<file path="config.mk">
export PLATFORM = sky130hd
export DESIGN_NAME = spi_dac_sequencer
export DESIGN_NICKNAME = d
export VERILOG_FILES = /design/src/rtl/spi_dac_sequencer.sv
export SDC_FILE = /design/constraint.sdc
export NUM_CORES = 1
export LEC_CHECK = 0
export ABC_AREA = 1
export BUFFER_PORTS_ARGS = -buffer_cell sky130_fd_sc_hd__buf_4
export CAP_MARGIN = 20
export CORE_UTILIZATION = 35
export CTS_CLUSTER_DIAMETER = 60
export CTS_CLUSTER_SIZE = 16
export DETAILED_ROUTE_END_ITERATION = 10
export PLACE_DENSITY = 0.54
export SYNTH_ARGS = -nofsm -noshare
export SYNTH_HDL_FRONTEND = slang
export SYNTH_SLANG_ARGS = --single-unit
</file>
<file path="constraint.sdc">
create_clock -name clock -period 10.2 [get_ports clock]
set_clock_uncertainty 0.15 [all_clocks]
set_input_delay 1.02 -clock clock [delete_from_list [all_inputs] [get_ports clock]]
set_output_delay 1.02 -clock clock [all_outputs]
set_load 0.02 [all_outputs]
</file>
<file path="src/rtl/spi_dac_sequencer.sv">
// spi_dac_sequencer: multi-channel SPI DAC update engine.
// Holds one shadow word per channel and serialises dirty words onto a shared
// SCLK/SDI bus (SPI mode 0, MSB first). Each channel has its own chip select.
// Every frame ends with an LDAC pulse.
// Optional build macro DAC_SYNC_LDAC_EN: frames run back to back while
// candidates remain, and a single LDAC pulse follows the last frame.
module spi_dac_sequencer #(
  parameter int unsigned NUM_CH  = 12,
  parameter int unsigned DATA_W  = 16,
  parameter int unsigned CLK_DIV = 2,
  parameter int unsigned CH_W    = $clog2(NUM_CH)
) (
  input  logic              clock,
  input  logic              reset,
  input  logic [NUM_CH-1:0] ch_en,
  input  logic              wr_valid,
  output logic              wr_ready,
  input  logic [CH_W-1:0]   wr_ch,
  input  logic [DATA_W-1:0] wr_data,
  output logic              dac_sclk,
  output logic              dac_sdi,
  output logic [NUM_CH-1:0] dac_cs_n,
  output logic              dac_ldac_n,
  output logic              busy,
  output logic              wr_err,
  output logic [15:0]       frames_done
);

  localparam int unsigned CNT_W = (CLK_DIV > 1) ? $clog2(CLK_DIV) : 1;
  localparam int unsigned BIT_W = (DATA_W > 1) ? $clog2(DATA_W) : 1;

  localparam logic [CH_W:0]    NumChL   = (CH_W+1)'(NUM_CH);
  localparam logic [CH_W-1:0]  LastCh   = CH_W'(NUM_CH - 1);
  localparam logic [CNT_W-1:0] CntLast  = CNT_W'(CLK_DIV - 1);
  localparam logic [BIT_W-1:0] BitLast  = BIT_W'(DATA_W - 1);

  typedef enum logic [2:0] {
    StIdle,
    StSelect,
    StShift,
    StDeselect,
    StLdac
  } state_t;

  state_t              state_q, state_d;
  logic [DATA_W-1:0]   shadow_q [NUM_CH];
  logic [NUM_CH-1:0]   dirty_q, dirty_d;
  logic [CH_W-1:0]     ptr_q, ptr_d;
  logic [CH_W-1:0]     ch_q, ch_d;
  logic [DATA_W-1:0]   shreg_q, shreg_d;
  logic [CNT_W-1:0]    cnt_q, cnt_d;
  logic [BIT_W-1:0]    bit_q, bit_d;
  logic                phase_q, phase_d;   // 0: sclk high half, 1: sclk low half
  logic                wr_err_q, wr_err_d;
  logic [15:0]         frames_q, frames_d;

  logic                wr_in_range;
  logic [NUM_CH-1:0]   cand;
  logic                pick_valid;
  logic [CH_W-1:0]     pick_ch;
  logic                do_latch;
  logic                cnt_last;
  logic                bit_last;

  assign wr_in_range = ({1'b0, wr_ch} < NumChL);
  assign cand        = dirty_q & ch_en;
  assign cnt_last    = (cnt_q == CntLast);
  assign bit_last    = (bit_q == BitLast);
  assign wr_ready    = 1'b1;

  // Round-robin pick: lowest candidate at or after the pointer, with wrap.
  always_comb begin : rr_pick
    logic [CH_W:0] idx;
    idx        = '0;
    pick_valid = 1'b0;
    pick_ch    = '0;
    for (int unsigned i = 0; i < NUM_CH; i++) begin
      idx = {1'b0, ptr_q} + (CH_W+1)'(i);
      if (idx >= NumChL) begin
        idx = idx - NumChL;
      end
      if (!pick_valid && cand[idx[CH_W-1:0]]) begin
        pick_valid = 1'b1;
        pick_ch    = idx[CH_W-1:0];
      end
    end
  end

  // Next-state logic for the frame sequencer, dirty bits and counters.
  always_comb begin
    state_d  = state_q;
    dirty_d  = dirty_q;
    ptr_d    = ptr_q;
    ch_d     = ch_q;
    shreg_d  = shreg_q;
    cnt_d    = cnt_q;
    bit_d    = bit_q;
    phase_d  = phase_q;
    wr_err_d = wr_err_q;
    frames_d = frames_q;
    do_latch = 1'b0;

    case (state_q)
      StIdle: begin
        if (pick_valid) begin
          do_latch = 1'b1;
        end
      end
      StSelect: begin
        if (cnt_last) begin
          state_d = StShift;
          cnt_d   = '0;
          phase_d = 1'b0;
          bit_d   = '0;
        end else begin
          cnt_d = cnt_q + CNT_W'(1);
        end
      end
      StShift: begin
        if (cnt_last) begin
          cnt_d = '0;
          if (!phase_q) begin
            // Falling sclk edge: present the next bit.
            phase_d = 1'b1;
            shreg_d = shreg_q << 1;
          end else begin
            phase_d = 1'b0;
            if (bit_last) begin
              state_d = StDeselect;
            end else begin
              bit_d = bit_q + BIT_W'(1);
            end
          end
        end else begin
          cnt_d = cnt_q + CNT_W'(1);
        end
      end
      StDeselect: begin
        if (cnt_last) begin
          cnt_d    = '0;
          frames_d = frames_q + 16'd1;
`ifdef DAC_SYNC_LDAC_EN
          // Chain straight into the next frame; LDAC only once the queue is empty.
          if (pick_valid) begin
            do_latch = 1'b1;
          end else begin
            state_d = StLdac;
          end
`else
          state_d = StLdac;
`endif
        end else begin
          cnt_d = cnt_q + CNT_W'(1);
        end
      end
      StLdac: begin
        if (cnt_last) begin
          cnt_d   = '0;
          state_d = StIdle;
        end else begin
          cnt_d = cnt_q + CNT_W'(1);
        end
      end
      default: begin
        state_d = StIdle;
        cnt_d   = '0;
      end
    endcase

    if (do_latch) begin
      state_d          = StSelect;
      cnt_d            = '0;
      ch_d             = pick_ch;
      shreg_d          = shadow_q[pick_ch];
      dirty_d[pick_ch] = 1'b0;
      ptr_d            = (pick_ch == LastCh) ? '0 : pick_ch + CH_W'(1);
    end

    // A same-cycle write re-arms dirty after the latch cleared it.
    if (wr_valid) begin
      if (wr_in_range) begin
        dirty_d[wr_ch] = 1'b1;
      end else begin
        wr_err_d = 1'b1;
      end
    end
  end

  // Sequencer state and datapath registers.
  always_ff @(posedge clock or posedge reset) begin
    if (reset) begin
      state_q  <= StIdle;
      dirty_q  <= '0;
      ptr_q    <= '0;
      ch_q     <= '0;
      shreg_q  <= '0;
      cnt_q    <= '0;
      bit_q    <= '0;
      phase_q  <= 1'b0;
      wr_err_q <= 1'b0;
      frames_q <= '0;
    end else begin
      state_q  <= state_d;
      dirty_q  <= dirty_d;
      ptr_q    <= ptr_d;
      ch_q     <= ch_d;
      shreg_q  <= shreg_d;
      cnt_q    <= cnt_d;
      bit_q    <= bit_d;
      phase_q  <= phase_d;
      wr_err_q <= wr_err_d;
      frames_q <= frames_d;
    end
  end

  // Shadow word storage; out-of-range writes are dropped.
  always_ff @(posedge clock or posedge reset) begin
    if (reset) begin
      for (int i = 0; i < int'(NUM_CH); i++) begin
        shadow_q[i] <= '0;
      end
    end else if (wr_valid && wr_in_range) begin
      shadow_q[wr_ch] <= wr_data;
    end
  end

  // Pin decode from the registered state.
  always_comb begin
    dac_sclk   = 1'b0;
    dac_sdi    = 1'b0;
    dac_cs_n   = '1;
    dac_ldac_n = 1'b1;
    case (state_q)
      StSelect: begin
        dac_cs_n[ch_q] = 1'b0;
        dac_sdi        = shreg_q[DATA_W-1];
      end
      StShift: begin
        dac_cs_n[ch_q] = 1'b0;
        dac_sdi        = shreg_q[DATA_W-1];
        dac_sclk       = ~phase_q;
      end
      StLdac: begin
        dac_ldac_n = 1'b0;
      end
      default: begin
      end
    endcase
  end

  assign busy        = (state_q != StIdle);
  assign wr_err      = wr_err_q;
  assign frames_done = frames_q;

endmodule

</file>
# After elaboration in Yosys (flattened, before gate mapping)
# Cells that the tools add are included.
[op_classes]
bitwise_logic = 9
div = 0
n_reduce_logical = 40
mul = 0
shifts = 0
muxes = 106
n_lt_le_gt_ge = 34
eq_ne = 18
n_addsub = 27
[op_table]
columns = ["op", "count"]
rows = [
  ["192-bit bitwise mux", 1],
  ["4-bit 2-to-1 mux", 29],
  ["16-bit 2-to-1 mux", 7],
  ["4-bit by 5-bit < comparator with 1-bit output, second input constant", 15],
  ["16-bit binary-select mux with 4-bit select", 1],
  ["16-bit demux with 4-bit select", 1],
  ["5-bit by 4-bit >= comparator with 1-bit output, second input constant", 11],
  ["1-bit binary-select mux with 4-bit select", 12],
  ["12-bit 2-to-1 mux", 4],
  ["4-bit subtractor, second input constant", 12],
  ["1-bit 2-to-1 mux", 37],
  ["12-bit AND", 2],
  ["12-bit inverter", 2],
  ["3-bit 2-to-1 mux", 7],
  ["4-bit by 3-bit adder with 5-bit output, second input constant", 4],
  ["4-bit by 4-bit adder with 5-bit output, second input constant", 4],
  ["3-bit inequality test, second input constant", 6],
  ["16-bit by 1-bit adder with 16-bit output, second input constant", 1],
  ["1-bit logical AND", 16],
  ["3-bit one-hot mux with 5 select lines", 1],
  ["1-bit demux with 4-bit select", 3],
  ["4-bit by 1-bit >= comparator with 1-bit output, second input constant", 3],
  ["12-bit OR", 1],
  ["1-bit logical NOT", 11],
  ["other kinds (27)", 43],
]
[totals]
mem_bits_ro = 0
latchBits = 0
out_inout_bits = 34
regBits = 254
in_bits = 35
mem_count = 0
ram_bits = 0
word_cells = 256

# Depth between registers and ports, before layout
# Gate-level depths: netlist (run 1).
[depth]
depth_word = 48
depth_mapped = 33
ltp_nobuf = 31

# Worst setup path after synthesis (run 1)
# OpenSTA, ideal clock, no wires.
[synth_timing]
path_type = "reg-to-reg"
start = "register ptr_q[1]"
end = "register dirty_q[11]"
arrival_ns = 3.590
n_path_buf = 2
required_ns = 9.924
setup_slack_ns = 6.334
setup_time_ns = 0.126
synth_period_minus_slack_ns = 3.866
path_stages_with_launch = 33
cell_sequence = "dfrtp_1 -> inv_2 -> buf_2 -> ha_1 -> nand2_1 -> nand2_1 -> nand2_1 -> nand2_2 -> inv_1 -> ha_1 -> nand2_1 -> o21ai_1 -> inv_2 -> nand3_1 -> nand2_1 -> nand2_1 -> nand2_1 -> a21oi_2 -> nand4_4 -> nor2_4 -> nand3_4 -> nor2_4 -> nand3_4 -> nand2_2 -> nor2_2 -> nor2_8 -> buf_4 -> ha_1 -> inv_1 -> nor2_1 -> inv_1 -> o21ai_1 -> nand2_1"
[synth_between]
elab_chain_len = 48
elab_cells_between_ends = 130
classes_between = "add/sub (23); order compare (14); mux (67); bitwise (3); reduce/logical (23)"
[synth_rtl]
columns = ["item", "line", "rtl"]
rows = [
  ["start: declaration", "48", "logic [CH_W-1:0] ptr_q, ptr_d;"],
  ["start signal: assignment", "205", "ptr_q <= ptr_d;"],
  ["parallel branches: the longest is 37 deep, another holds 4-bit by 1-bit adder with 5-bit output", "n/a", ""],
  ["4-bit 2-to-1 mux (*)", "82", "if (!pick_valid && cand[idx[CH_W-1:0]]) begin"],
  ["named net pick_ch[1]", "60", "logic [CH_W-1:0] pick_ch;"],
  ["4-bit by 5-bit < comparator with 1-bit output (not written as such) or 4-bit by 1-bit >= comparator with 1-bit output (tied branches)", "175", "dirty_d[pick_ch] = 1'b0;"],
  ["1-bit logical AND (not written as such)", "175", ""],
  ["1-bit 2-to-1 mux (not written as such)", "175", ""],
  ["1-bit demux with 4-bit select (*)", "175", ""],
  ["12-bit inverter (no line) (*)", "n/a", ""],
  ["12-bit AND (no line) (*)", "n/a", ""],
  ["12-bit 2-to-1 mux (*)", "170", "if (do_latch) begin"],
  ["12-bit OR (no line)", "n/a", ""],
  ["12-bit 2-to-1 mux", "181", "if (wr_in_range) begin"],
  ["12-bit 2-to-1 mux (*)", "180", "if (wr_valid) begin"],
  ["named net dirty_d[11]", "47", "logic [NUM_CH-1:0] dirty_q, dirty_d;"],
  ["end signal: assignment", "204", "dirty_q <= dirty_d;"],
  ["end: declaration", "47", ""],
]
# Mark *: on every way through the listed nets, which the timed path passes. The select of a mux whose other input is x is not followed.
# A chain may end at the register's enable or synchronous reset.

# Worst setup path after layout (run 1)
[layout_timing]
start = "register ptr_q[0]"
end = "register shreg_q[0]"
[layout_between]
elab_chain_len = 43
elab_cells_between_ends = 128
classes_between = "add/sub (23); order compare (12); eq/ne (1); mux (66); bitwise (1); reduce/logical (25)"
[layout_rtl]
columns = ["item", "line", "rtl"]
rows = [
  ["parallel branches: the longest is 43 deep, another holds 4-bit by 1-bit adder with 5-bit output", "n/a", ""],
  ["end signal: assignment", "207", "shreg_q <= shreg_d;"],
  ["end: declaration", "50", "logic [DATA_W-1:0] shreg_q, shreg_d;"],
]
# Parallel ways; which one is timed is not known. The select of a mux whose other input is x is not followed.

==> results of run 1 <==
metal layers:
layer,share of wire [%],routed length (um),track usage [%],vias to the layer above
li1,-,-,-,6068
met1,48,19700,29.9,5967
met2,45,18300,32.7,291
met3,5.2,2120,2.51,46
met4,2.0,805,4.87,0
met5,0,0,0,-
cell type report:
| type | instances | area (um2) | share of cell area [%] |
|---|---|---|---|
| Clock buffer | 28 | 637 | 4.06 |
| Clock inverter | 17 | 249 | 1.59 |
| Inverter | 120 | 468 | 2.98 |
| Multi-Input combinational cell | 1365 | 6630 | 42.2 |
| Sequential cell | 254 | 6360 | 40.5 |
| Tap cell | 518 | 648 | 4.13 |
| Timing Repair Buffer | 90 | 716 | 4.56 |
stage by stage:
step | instances | hold slack [ns] | area, um2 | setup WS (ns)
after floorplan | 1853 | 0.299 | 14000 | 2.04
after global placement | 2345 | 0.308 | 14800 | 4.41
after detailed placement | 2345 | 0.309 | 14800 | 4.45
after CTS | 2390 | 0.320 | 15600 | 4.44
after global routing | 2392 | 0.357 | 15700 | 3.77
final | 2392 | 0.317 | 15700 | 4.37
registers in the layout, indices dropped and copies added (netlist names):
register / count
dirty_q: 12
wr_err: 1
bit_q: 4
ptr_q: 4
shreg_q: 16
phase_q: 1
state_q: 3
cnt_last: 1
ch_q: 4
frames_done: 16
shadow_q: 192
path summary, 6_finish.rpt:
| check | slack [ns] | end | cells past startpoint |
|---|---|---|---|
| worst min register to register | 0.32 | frames_done[15]$_DFFE_PP0P_ | 1 |
| worst max-delay path | 4.37 | shreg_q[0]$_DFFE_PP0P_ | 30 |
| worst min-delay path | 0.32 | frames_done[15]$_DFFE_PP0P_ | 1 |
| min in group asynchronous | 0.49 | shadow_q[85]$_DFFE_PP0P_ | 2 |
| max in group asynchronous | 7.90 | wr_err$_DFFE_PP0P_ | 3 |
| worst max register to register | 4.37 | shreg_q[0]$_DFFE_PP0P_ | 30 |
kinds of logic (layout without fill, tap and decap cells):
kind of cell / after synthesis / in the layout / share of synthesized area [%]
adder cells (fa/ha/maj): 27 / 27 / 2.42
other: 1 / 1 / 0.0269
multiplexers: 1 / 1 / 0.0717
XOR/XNOR: 20 / 20 / 1.36
AO/OA/AOI/OAI: 286 / 286 / 10.9
buffers and inverters: 234 / 255 / 7.22
flip-flops: 254 / 254 / 45.5
AND/OR/NAND/NOR: 1030 / 1030 / 32.5
synth_stat cells (all sizes together), types with 3 or more instances:
cell type,count,share of area (%)
nand2,583,16
nand3,324,12
dfrtp,254,46
o21ai,254,9.2
inv,119,3.3
nor2,92,3.0
clkbuf,65,1.7
buf,49,2.2
ha,27,2.4
a21oi,13,0.49
xor2,12,0.81
nor3,10,0.36
xnor2,8,0.56
nand4,7,0.42
or2,5,0.22
a31oi,4,0.18
and2,3,0.13
worst max-delay path: cells and delay by family (launching register included):
family	cells	cell delay, ns
adders and majority gates	2	0.50
buffers and inverters	5	0.99
AOI/OAI and AO/OA	6	0.89
and+or+nand+nor	17	2.25
DFF	1	0.90
==> flow_summary.json, run 1 <==
{
  "drcViolationCount": 0,
  "routabilityCongestion": 0.929,
  "cts_buffer_depth": 3,
  "seq_area_frac_synth_pct": 45.5,
  "setup_viol": 0,
  "synth_edf_count": 0,
  "final_common_cell": "nand2_1",
  "path_class": "reg -> reg",
  "viasPerCell": 5.17,
  "rows": 72,
  "end_kind": "register",
  "drv_slew": 0,
  "htree_num_levels": 1,
  "syn-num-nets": 1915,
  "die_h_um": 202,
  "grt_pass1_vias": 12000,
  "hpwl_mm": 25.9,
  "period_needed_ns": 5.83,
  "drive_gt1_share_pct": 10.0,
  "post-cts-setup-buffers": 0,
  "min_from": "frames_done[15]$_DFFE_PP0P_",
  "cp.required_ns": 10.48,
  "core_area_um2": 39000,
  "root_buffer": "clkbuf_16",
  "clock.fmax_ghz": 0.171,
  "dieArea_um2": 40700,
  "routed_wl_mm": 40.9,
  "port_buffers": 67,
  "cts_buffers": 25,
  "post_cts_resized": 0,
  "synth_flop_cell": "dfrtp_1",
  "clkSlewWorstSetupHoldPaths_ns": 0.06,
  "grt_usage_pct": 20.6,
  "overflow": 0,
  "finalHoldViolations": 0,
  "vias": 12400,
  "diodes": 0,
  "start_kind": "register",
  "cp_slowest_cell": "dfrtp_1",
  "synthToLayoutAreaGrowth_pct": 12.4,
  "fillers": 4079,
  "cp_slowest_stage_delay_ns": 0.90,
  "grt_pass1_wl_mm": 67.2,
  "syn-cell-area_um2": 14000,
  "synthCells": 1853,
  "start_util_pct": 35.8,
  "final_cell_mix": "nand2_1 (573), nand3_1 (314), dfrtp_1 (254)",
  "rsz0062_at_grt": "false",
  "die_w_um": 202,
  "grt_max_degree": 132,
  "status": "completed",
  "ys_ff_latch": 254,
  "final_util_pct": 40.3,
  "dr.first_iter.drc_count": 966,
  "cts_sinks": 254,
  "ys_warn_count": 0,
  "crit_path_frequent_cell": "nand2_1",
  "cap_violations": 0,
  "dr.pass1.iters": 6,
  "crit_start": "ptr_q[0]$_DFFE_PP0N_",
  "cts_tree": "built",
  "worst_slew_pin_slew_ns": 0.977,
  "avgSynthCellArea_um2": 7.54,
  "clock_latency_ns": 0.56,
  "relSlewSlack_pct": 34.9,
  "min_period_over_period_pct": 57.2,
  "hold_path_class": "reg -> reg",
  "fin_tns_setup_ns": 0,
  "antenna_found_initial": 0,
  "arrival_ns": 6.11,
  "antenna_left": 0,
  "wl_per_cell_um": 17.1,
  "yosysUniqueCellTypes": 57,
  "path_max_fanout": 67,
  "async_reset_ff_share_pct": 100,
  "num_io_pins": 69,
  "ctsHoldBuffers": 0,
  "worstReg2RegStart": "ptr_q[0]$_DFFE_PP0N_",
  "fin_nets": 1918
}
Power of run 1 is not shown: default switching activity piles up to over one toggle a cycle in this logic, so the estimate is an artifact.
==> run 2, diff against run 1 <==
Settings changed: ABC_AREA 1 to 0.
Clock period 10.2 ns to 6.1 ns, I/O delays scaled along.
==> flow_summary.json, run 2 <==
{
  "status": "completed",
  "worstReg2RegStart": "ptr_q[1]$_DFFE_PP0N_",
  "worst_slew_pin_slew_ns": 1.10,
  "finalHoldViolations": 0,
  "num_io_pins": 69,
  "cap_violations": 0,
  "grt_pass1_vias": 10400,
  "ys_ff_latch": 254,
  "power_mw": 4.79,
  "synthMostInstantiatedCell": "dfrtp_1",
  "seqPwrFrac_pct": 44.9,
  "end_kind": "register",
  "fillers": 3927,
  "switching_share_pct": 27.6,
  "clock.fmax_ghz": 0.177,
  "synthToLayoutAreaGrowth_pct": 13.8,
  "viasPerCell": 5.48,
  "wl_per_cell_um": 20.9,
  "min_period_over_period_pct": 92.5,
  "clkPwrFrac_pct": 34.6,
  "ys_warn_count": 0,
  "die_w_um": 205,
  "path_max_fanout": 45,
  "period_needed_ns": 5.64,
  "cts_buffer_depth": 3,
  "arrival_ns": 5.90,
  "antenna_found_initial": 0,
  "core_area_um2": 40200,
  "dieArea_um2": 42000,
  "cts_sinks": 254,
  "top_register": "shadow_q",
  "async_reset_ff_share_pct": 100,
  "port_buffers": 67,
  "syn-cell-area_um2": 14400,
  "routed_wl_mm": 39.1,
  "cts_tree": "built",
  "seq_area_um2": 6360,
  "die_h_um": 205,
  "diodes": 0,
  "cts_buffers": 25,
  "final_common_cell": "dfrtp_1",
  "largest_reg_flops": 192,
  "synthCells": 1286,
  "yosysUniqueCellTypes": 89,
  "dr.pass1.iters": 5,
  "fin_tns_setup_ns": 0,
  "combPwrFrac_pct": 20.5,
  "final_cell_mix": "dfrtp_1 (254), mux2_2 (229), nand2_1 (107)",
  "yosys-top-cells-count": "dfrtp_1 (254), mux2_2 (229), nand2_1 (107)",
  "relSlewSlack_pct": 26.2,
  "r2r_end": "shreg_q[3]$_DFFE_PP0P_",
  "setup_viol": 0,
  "synth_area_leader_cell": "dfrtp_1",
  "fin_nets": 1397,
  "syn-num-nets": 1348,
  "worstRegToRegCells": 20,
  "htree_num_levels": 1,
  "drcViolationCount": 0,
  "p_leak_nw": 7.20,
  "start_util_pct": 35.9,
  "grt_usage_pct": 18.9,
  "grt_max_degree": 167,
  "cp.required_ns": 6.36,
  "path_class": "reg -> reg",
  "multiInputGateArea_um2": 7570,
  "avgSynthCellArea_um2": 11.2,
  "seq_area_frac_synth_pct": 44.1,
  "peakVddDrop_mv": 0.185,
  "cp_cell_sequence": "ha_1 -> a21boi_0 -> nor2_1 -> inv_1 -> ha_1 -> o21ai_0 -> and3_1 -> or4_1 -> nand4_1 -> nor4b_4 -> and3_1 -> nand2_1 -> a222oi_1 -> buf_4 -> buf_12 -> buf_4 -> mux2i_1 -> mux2i_1 -> a21oi_1 -> a31oi_1",
  "hpwl_mm": 26.0,
  "cp_slowest_cell": "dfrtp_1",
  "start_kind": "register",
  "p_sw_mw": 1.32,
  "vias": 10300,
  "reg2reg_slack_ns": 0.46,
  "grt_pass1_wl_mm": 61.7,
  "root_buffer": "clkbuf_16",
  "yosysTopAreaCellShare_pct": 44.1,
  "routabilityCongestion": 0.957,
  "overflow": 0,
  "cp-endpoint": "shreg_q[3]$_DFFE_PP0P_",
  "synth_flop_cell": "dfrtp_1",
  "rsz0062_at_grt": "false",
  "clock_latency_ns": 0.54,
  "rows": 73,
  "clkSlewWorstSetupHoldPaths_ns": 0.07,
  "synth_area_leaders": "dfrtp_1 (44%), mux2_2 (18%), mux2i_1 (5.6%)",
  "crit_start": "ptr_q[1]$_DFFE_PP0N_",
  "drive_gt1_share_pct": 31.8,
  "cp_slowest_stage_delay_ns": 0.52,
  "power.density_nw_per_um2": 292,
  "p_int_mw": 3.47,
  "hold_path_class": "in -> reg",
  "dr.first_iter.drc_count": 683,
  "antenna_left": 0,
  "post_cts_resized": 0,
  "synth_edf_count": 0,
  "drv_slew": 0
}
-- run 2: changes by cell type in the layout (fill, tap and decap cells not counted), moves of 32 or more --
| cell | previous run | this run |
|---|---|---|
| mux2i_1 | 1 | 81 |
| nor2_1 | 84 | 39 |
| mux2_2 | 0 | 229 |
| o21ai_0 | 220 | 35 |
| nand2_1 | 573 | 107 |
| and3_1 | 0 | 32 |
| nand3_1 | 314 | 21 |
| inv_1 | 107 | 17 |
-- run 2: power by group through the flow --
| stage | sequential [mW] | combinational (mW) | clock (mW) |
|---|---|---|---|
| floorplan | 2.13 | 0.780 | 0 |
| global placement | 2.17 | 0.972 | 0 |
| detailed placement | 2.18 | 0.989 | 0 |
| CTS | 2.15 | 0.993 | 1.70 |
| global route | 2.18 | 1.07 | 1.77 |
| finish | 2.15 | 0.983 | 1.66 |
-- run 2: final cells by class --
cell class              count  share of cell area (%)
repair buffers            108                    5.26
clock buffers              28                    3.94
clock inverters            16                    1.37
flip-flops and latches    254                    38.7
inverters                  24                   0.587
multi-input cells         922                    46.1
well taps                 525                    4.00
-- run 2: cells by family after synthesis --
group | Yosys count | synth area share (%)
compound gates | 225 | 11.1
fa+ha+maj | 27 | 2.34
mux | 323 | 25.6
flops | 254 | 44.1
other cells | 1 | 0.0260
simple gates | 318 | 11.5
xor+xnor | 28 | 1.86
buf+inv | 110 | 3.58
-- run 2: worst min-delay path by stage --
stage	depth (start not counted)	slack, ns	endpoint	startpoint
final	2	0.20	wr_err$_DFFE_PP0P_	wr_valid
after global routing	2	0.19	wr_err$_DFFE_PP0P_	wr_valid
after CTS	2	0.18	wr_err$_DFFE_PP0P_	wr_valid
after detailed placement	1	0.31	wr_err$_DFFE_PP0P_	wr_err$_DFFE_PP0P_
after global placement	1	0.31	wr_err$_DFFE_PP0P_	wr_err$_DFFE_PP0P_
after floorplan	1	0.31	dirty_q[3]$_DFF_PP0_	dirty_q[3]$_DFF_PP0_
-- run 2: critical path, delay by kind of cell, from the launching register on --
kind                     cells  cell delay, ns
AO/OA/AOI/OAI                5            1.14
adder cells (fa/ha/maj)      2            0.68
buffers and inverters        4            0.93
flip-flops                   1            0.52
multiplexers                 2            0.32
AND/OR/NAND/NOR              7            1.72
-- run 2: routing by layer --
metal | global-route usage [%] | routed length [um]
met5 | 0 | 0
met4 | 4.13 | 719
met3 | 2.26 | 1490
met2 | 32.0 | 18900
met1 | 25.8 | 18000
-- run 2: timing repair --
| item | in CTS | in global routing |
|---|---|---|
| hold buffers | 1 | 0 |
| endpoints found under the hold margin | 21 | 0 |
| buffers inserted | 0 | 0 |
-- run 2: per-stage QoR --
stage	hold slack [ns]	worst slack, ns	instances	area [um2]	util, %
2_1_floorplan	0.315	1.27	1286	14400	-
3_3_place_gp	0.307	0.604	1832	15500	38.6
3_5_place_dp	0.315	0.549	1832	15500	38.6
4_1_cts	0.176	0.503	1877	16400	40.8
5_1_grt	0.188	0.0104	1877	16400	40.8
6_report	0.201	0.455	1877	16400	40.8
No activity file was read; power rests on OpenSTA's default activity.
